[src/rtl/l1_dcache_ctrl.sv]
// l1_dcache_ctrl: direct-mapped, write-through, no-write-allocate L1 data cache controller
// with word-by-word refill and coherence snoop invalidation.
module l1_dcache_ctrl #(
  parameter int n     = 32,
  parameter int LINES = 16,
  parameter int WORDS = 4
) (
  input  logic         clk,
  input  logic         reset,
  input  logic         core_req,
  input  logic         core_we,
  input  logic [n-1:0] core_addr,
  input  logic [n-1:0] core_wdata,
  output logic [n-1:0] core_rdata,
  output logic         L1_busy,
  output logic         mem_req,
  output logic         mem_we,
  output logic [n-1:0] mem_addr,
  output logic [n-1:0] mem_wdata,
  input  logic [n-1:0] mem_rdata,
  input  logic         mem_ack,
  input  logic         snoop_inv,
  input  logic [n-1:0] snoop_addr
);
  localparam int OW = $clog2(WORDS);
  localparam int IW = $clog2(LINES);
  localparam int TW = n - IW - OW - 2;
  typedef enum logic [1:0] {IDLE, REFILL, WRITE_THRU} state_t;
  state_t state_q, state_d;
  logic [LINES-1:0] valid_q, valid_d;
  logic [OW-1:0] cnt_q, cnt_d;
  logic [n-1:0] addr_q, addr_d, wdata_q, wdata_d;
  logic kill_q, kill_d;
  logic [TW-1:0] tag_arr [LINES];
  logic [n-1:0] data_arr [LINES][WORDS];
  logic [TW-1:0] c_tag, s_tag, q_tag;
  logic [IW-1:0] c_idx, s_idx, q_idx;
  logic [OW-1:0] c_off, q_off, wr_off;
  logic hit, s_hit, s_line, wr_en, tag_we;
  logic [n-1:0] wr_data;
  logic unused_ok;
  assign {c_tag, c_idx, c_off} = core_addr[n-1:2];
  assign {s_tag, s_idx} = snoop_addr[n-1:OW+2];
  assign {q_tag, q_idx, q_off} = addr_q[n-1:2];
  assign unused_ok = ^{core_addr[1:0], snoop_addr[OW+1:0]};
  assign hit = core_req & valid_q[c_idx] & (tag_arr[c_idx] == c_tag);
  assign s_hit = snoop_inv & valid_q[s_idx] & (tag_arr[s_idx] == s_tag);
  // a snoop on the line being refilled must suppress the valid bit it would set
  assign s_line = snoop_inv & (snoop_addr[n-1:OW+2] == addr_q[n-1:OW+2]);
  always_comb begin
    L1_busy = reset ? core_req & core_we : (state_q != IDLE) | (core_req & (core_we | ~hit));
    core_rdata = (state_q == IDLE && hit && !core_we) ? data_arr[c_idx][c_off] : '0;
    mem_req = state_q != IDLE;
    mem_we = state_q == WRITE_THRU;
    mem_addr = state_q == REFILL ? {addr_q[n-1:OW+2], cnt_q, 2'b00} :
               state_q == WRITE_THRU ? addr_q : '0;
    mem_wdata = state_q == WRITE_THRU ? wdata_q : '0;
  end
  always_comb begin
    state_d = state_q;
    valid_d = valid_q;
    cnt_d = cnt_q;
    addr_d = addr_q;
    wdata_d = wdata_q;
    kill_d = kill_q;
    wr_en = 1'b0;
    tag_we = 1'b0;
    wr_off = state_q == REFILL ? cnt_q : q_off;
    wr_data = state_q == REFILL ? mem_rdata : wdata_q;
    if (s_hit) valid_d[s_idx] = 1'b0;
    case (state_q)
      IDLE: if (core_req & (core_we | ~hit)) begin
        state_d = core_we ? WRITE_THRU : REFILL;
        addr_d = {core_addr[n-1:2], 2'b00};
        wdata_d = core_wdata;
        cnt_d = '0;
        kill_d = snoop_inv & (snoop_addr[n-1:OW+2] == core_addr[n-1:OW+2]);
        if (!core_we) valid_d[c_idx] = 1'b0;
      end
      REFILL: begin
        if (s_line) kill_d = 1'b1;
        if (mem_ack) begin
          wr_en = 1'b1;
          cnt_d = cnt_q + 1'b1;
          if (&cnt_q) begin
            tag_we = 1'b1;
            valid_d[q_idx] = ~(kill_q | s_line);
            state_d = IDLE;
          end
        end
      end
      WRITE_THRU: if (mem_ack) begin
        wr_en = valid_q[q_idx] & (tag_arr[q_idx] == q_tag);
        state_d = IDLE;
      end
      default: state_d = IDLE;
    endcase
  end
  always_ff @(posedge clk or posedge reset) begin
    if (reset) begin
      state_q <= IDLE;
      valid_q <= '0;
      cnt_q <= '0;
      addr_q <= '0;
      wdata_q <= '0;
      kill_q <= 1'b0;
    end else begin
      state_q <= state_d;
      valid_q <= valid_d;
      cnt_q <= cnt_d;
      addr_q <= addr_d;
      wdata_q <= wdata_d;
      kill_q <= kill_d;
    end
  end
  always_ff @(posedge clk) begin
    if (wr_en) data_arr[q_idx][wr_off] <= wr_data;
    if (tag_we) tag_arr[q_idx] <= q_tag;
  end
endmodule

[config.mk]
export PLATFORM = sky130hd
export DESIGN_NAME = l1_dcache_ctrl
export DESIGN_NICKNAME = d
export VERILOG_FILES = /design/src/rtl/l1_dcache_ctrl.sv
export SDC_FILE = /design/constraint.sdc
export NUM_CORES = 2
export LEC_CHECK = 0
export ABC_AREA = 1
export CAP_MARGIN = 25
export CORE_ASPECT_RATIO = 0.6
export CORE_MARGIN = 3
export CORE_UTILIZATION = 50
export CTS_CLUSTER_SIZE = 24
export DETAILED_ROUTE_END_ITERATION = 6
export PLACE_DENSITY = 0.76
export RECOVER_POWER = 25
export SLEW_MARGIN = 20
export SYNTH_ARGS = -nofsm -noshare
export SYNTH_HDL_FRONTEND = slang
export SYNTH_SLANG_ARGS = --single-unit
[constraint.sdc]
create_clock -name clk -period 6.9 [get_ports clk]
set_input_delay 2.07 -clock clk [delete_from_list [all_inputs] [get_ports clk]]
set_output_delay 2.07 -clock clk [all_outputs]
set_load 0.02 [all_outputs]
==> Yosys cells after proc, flatten, opt, wreduce, memory -nomap -nowiden <==
Memories as Yosys holds them, arrays and structs flattened.
Index checks and enable logic that the tools add are counted.
{ "word_totals": {"regBits": 83, "latchBits": 0, "ramBits": 2432, "mem_bits_ro": 0, "inputBits": 134, "output_inout_bits": 99, "elab_cells": 118, "memories": 2} }
{ "classes": {"n_addsub": 1, "multipliers": 0, "div": 0, "order_cmp": 9, "eq_ne": 12, "n_shift": 0, "n_mux": 53, "n_bitwise": 20, "reduce_logical": 15} }
{ "memory_table": {"columns": ["memory", "depth", "width", "rd", "rd_clocked_by_memory_dff", "write_ports", "line_no", "source"], "rows": [
  ["data_arr", 16, 128, 1, 0, 1, "35", "logic [n-1:0] data_arr [LINES][WORDS];"],
  ["tag_arr", 16, 24, 3, 0, 1, "34", "logic [TW-1:0] tag_arr [LINES];"]
]} }
{ "ops": {"columns": ["operator", "count"], "rows": [
  ["2-to-1 mux 32 bit", 8],
  ["2-to-1 mux 128 bit", 1],
  ["2-to-1 mux 16 bit", 5],
  ["== test 24 bit", 3],
  ["binary-select mux 32 bit (select 2 bit)", 1],
  ["demux 32 bit (select 2 bit)", 1],
  ["== test 28 bit", 2],
  ["AND 16 bit", 2],
  ["inverter 16 bit", 2],
  ["one-hot mux 16 bit (2 select lines)", 1],
  ["2-to-1 mux 1 bit", 17],
  ["bitwise mux 16 bit", 1],
  ["2-to-1 mux 2 bit", 8],
  ["less-than comparator 4 x 5 -> 1 bit (second input constant)", 3],
  ["binary-select mux 1 bit (select 4 bit)", 3],
  ["demux 1 bit (select 4 bit)", 3],
  [">= comparator 4 x 1 -> 1 bit (second input constant)", 3],
  ["AND 1 bit", 9],
  [">= comparator 3 bit (second input constant)", 2],
  ["logical AND 1 bit", 6],
  ["!= test 2 bit (second input constant)", 3],
  ["inverter 2 -> 3 bit", 2],
  ["one-hot mux 2 bit (3 select lines)", 1],
  ["AND reduction 3 bit", 2],
  ["other kinds (14)", 21]
]} }

==> Longest topological paths before layout <==
{ "logic_depth": {"ltp_word": 11, "depth_mapped": 24, "ltp_nobuf": 21} }

==> Least setup slack after synthesis <==
OpenSTA, ideal clock, no wires.
{ "synth_path": {"path_type": "input -> output", "start": "in reset", "end": "out L1_busy", "arrival_ps": 4288, "required_ps": 4830, "slack_ps": 542, "cell_stages": 3, "n_path_buf": 0, "path_cell_list": "inv_1 a21oi_1 a21oi_1"} }
{ "synth_via": {"elab_chain_cells": 1} }
{ "synth_lines": {"columns": ["element", "line_no", "source"], "rows": [
  ["start: declaration", "9", "input logic reset,"],
  ["2-to-1 mux 1 bit", "51", "L1_busy = reset ? core_req & core_we : (state_q != IDLE) | (core_req & (core_we | ~hit));"],
  ["end: declaration", "15", "output logic L1_busy,"]
]} }
Every way passes these cells.

==> Final worst setup path <==
{ "layout_path": {"start": "in core_addr[4]", "end": "out core_rdata[2]"} }
{ "layout_via": {"elab_chain_cells": 7, "elab_cells_between_ends": 13, "cone_classes": "eq/ne (1); mux (6); bitwise (2); reduce/logical (2); memory (2)"} }
{ "layout_lines": {"columns": ["element", "line_no", "source"], "rows": [
  ["start: declaration", "12", "input logic [n-1:0] core_addr,"],
  ["parallel branches: the longest is 6 deep, another holds memory (16 x 24 bit)", null, null],
  ["2-to-1 mux 32 bit (*)", "52", "core_rdata = (state_q == IDLE && hit && !core_we) ? data_arr[c_idx][c_off] : '0;"],
  ["end: declaration", "14", "output logic [n-1:0] core_rdata,"]
]} }
Mark *: on every way between the ends. The select of a mux whose other input is x is not followed.

==> flow_summary.ini <==
[outcome]
status = complete, but fails checks
violations = DRC, capacitance limit, slew limit, setup timing

[timing]
rsz0062_at_grt = yes
slew_viol_final = 1239
layout_min_cycle_time_ns = 6.99
tns_ns = -0.508
finalCritPeriodShare = 1.01
slew_headroom = -1.31
hold_violations = 0
fin_hold_ws_ns = 0.496
finalWorstSetupSlack_ns = -0.0861
setup_viol = 9
tightestPinTransition_ns = 3.46
finClkSkew_ns = 0.0910
max_freq_mhz = 143

[clock_tree]
clockBufferDepth = 4
htreeDepth = 4
clock_latency_ns = 0.89
root_buffer = clkbuf_16
ctsHoldBuffers = 0
cts_sinks = 2515
clk_pin_slew_ns = 0.07
cts_tree = built
cts_buffers = 220

[floorplanning]
initial_core_util = 0.505
die-area_um2 = 211000
row_count = 128
die_w_um = 591
fp.dieH_um = 357
core_area_um2 = 203000
io_pins = 233

[finish]
final_cells = 11850
syn_to_final_growth_pct = 19.2
nets = 9067
drive_above_1_share = 0.145
final_area_um2 = 122000
fill_cells = 14967
multiInputGateArea_um2 = 25700
seqCellArea_um2 = 75100

[logic_synthesis]
synth_area_um2 = 103000
synth.avg_cell_area_um2 = 12.4
synth-seq-area-share = 0.732
yosys_warnings = 0
synth_cell_types = 42
synthFlopType = edfxtp_1
synthCells = 8273
ys_ff_latch = 2515
ys_top_cells_by_area = edfxtp_1 71%, nand2_1 7.3%, o22ai_1 5.7%
yosysMostFrequentCell = edfxtp_1
synth_top_area_frac = 0.712
synth_area_leader_cell = edfxtp_1
async_flop_share = 0.0330
ys_top_cells_by_count = 2432 x edfxtp_1, 1994 x nand2_1, 929 x o22ai_1, 847 x o21ai_0, 411 x nor2_1
synth_edf_count = 2432

[worst_setup_path]
critPathKind = in2out
crit-reg2reg-launch = addr_q[7]$_DFFE_PP0P_
crit_arrival_ns = 4.92
critPathCaptureType = output pin
cp_max_fo = 28
cp-startpoint = core_addr[4]
start_kind = input port
crit_required_ns = 4.83

[hold_path]
min_path_type = reg2reg
min_from = kill_q$_DFFE_PP0P_

[global_routing]
grt_max_degree = 75
antenna_found_initial = 24
track_usage = 0.342
overflow = 0
grt_pass1_vias = 73117
grt_pass1_wl_um = 520000

[place]
globalplace.congestion = 1.03
numPortBuffers = 224
hpwl_um = 223000
pre_cts_ws_ns = -0.888
placed_area_um2 = 114000
placed_cells = 11380

[routing]
via_per_inst = 6.63
routedWlPerCell_um = 31.3
drt-initial-drc-count = 15268
drtPass1Iterations = 7
finalWirelength_um = 371000
drc = 12
vias = 78586
ant_nets = 0

[power]
p_leak_nw = 42.7
power_density_nw_per_um2 = 342
ir_drop_uv = 294

[flow_run]
maxCapViolCount = 20
-- metal layers --
metal	track usage	vias up	routed length, um	share of wire
met5	0	-	56	0.00015
met4	0.133	6	17000	0.046
met3	0.139	1169	72200	0.19
met2	0.466	7552	149000	0.40
met1	0.487	37701	133000	0.36
li1	-	32158	-	-
-- worst paths after layout --
kind	endpoint	slack, ns	depth (start not counted)
min reg2reg	kill_q$_DFFE_PP0P_	0.50	2
max	core_rdata[2]	-0.09	17
min	kill_q$_DFFE_PP0P_	0.50	2
max in group asynchronous	addr_q[14]$_DFFE_PP0P_	1.48	4
min in group asynchronous	wdata_q[8]$_DFFE_PP0P_	2.65	3
max reg2reg	data_arr[9][40]$_DFFE_PP_	1.05	17
-- metrics by stage --
step           power (mW)  utilization
2_1_floorplan        24.6            -
3_3_place_gp         28.8        0.558
3_5_place_dp         29.1        0.558
4_1_cts              41.3        0.599
5_1_grt              42.8        0.601
6_report             41.8        0.601
-- what timing repair did --
item / CTS / global route
pin swaps: 27 / 44
buffers inserted: 25 / 16
setup endpoints to repair: 33 / 33
gates resized for setup: 300 / 128
cloned: 10 / 7
-- power breakdown --
part / switching [mW] / leakage, nW / internal [mW]
logic: 7.18 / 16.2 / 1.92
registers: 0.526 / 23.1 / 19.8
clock network: 5.61 / 3.41 / 6.77
total: 13.3 / 42.7 / 28.5
-- worst max-delay path: stages --
cell     delay [ns]
buf_16         0.14
buf_6          0.14
buf_6          0.12
nand2_8        0.12
buf_12         0.19
buf_12         0.21
buf_12         0.21
o22ai_1        0.10
o21ai_1        0.22
nand4_1        0.22
buf_4          0.21
a21oi_1        0.17
buf_4          0.19
nand2_1        0.10
a21oi_4        0.18
buf_6          0.13
buf_6          0.11
-- kinds of logic (layout without fill, tap and decap cells) --
logic type	count (synthesis)	count (layout)	share of synthesized area
other cells	1	17	0.0000365
flops	2515	2515	0.732
xor+xnor	20	20	0.00171
fa+ha+maj	4	4	0.000488
simple gates	2641	2641	0.101
buf+inv	838	1669	0.0327
compound gates	2254	2254	0.132
-- state kept, by name (all words and copies together) (netlist names) --
| name | flops |
|---|---|
| wdata_q | 32 |
| tag_arr | 384 |
| kill_q | 1 |
| state_q | 2 |
| addr_q | 30 |
| data_arr | 2048 |
| valid_q | 16 |
| cnt_q | 2 |
-- area by class of cell --
| cell class | count | share of cell area |
|---|---|---|
| well taps | 2730 | 0.0279 |
| flip-flops and latches | 2515 | 0.614 |
| multi-input cells | 4921 | 0.210 |
| inverters | 312 | 0.00981 |
| clock buffers | 278 | 0.0480 |
| repair buffers | 959 | 0.0803 |
| clock inverters | 120 | 0.00925 |
| diodes | 15 | 0.000307 |
-- layout by cell type, fill, tap and decap left out, types with 15 or more instances in the layout --
master	n
nand2_2	25
dfrtp_1	83
o211ai_1	17
nor2_2	19
a22oi_1	158
nor2_4	111
inv_1	294
clkdlybuf4s50_1	176
o22a_1	49
clkbuf_1	56
nand3_1	85
nand4_1	106
o21ai_4	21
o22ai_1	925
o221ai_1	53
buf_6	56
clkinv_1	42
clkbuf_16	229
clkbuf_2	15
nor3_1	19
a41oi_1	26
buf_4	536
nand2_1	1966
a21oi_1	60
edfxtp_1	2432
clkinv_2	38
diode_2	15
o21ai_1	99
nor2_1	285
o21ai_0	773
bufinv_16	20
buf_12	118
Note: power is estimated with default switching activity, not from simulation.
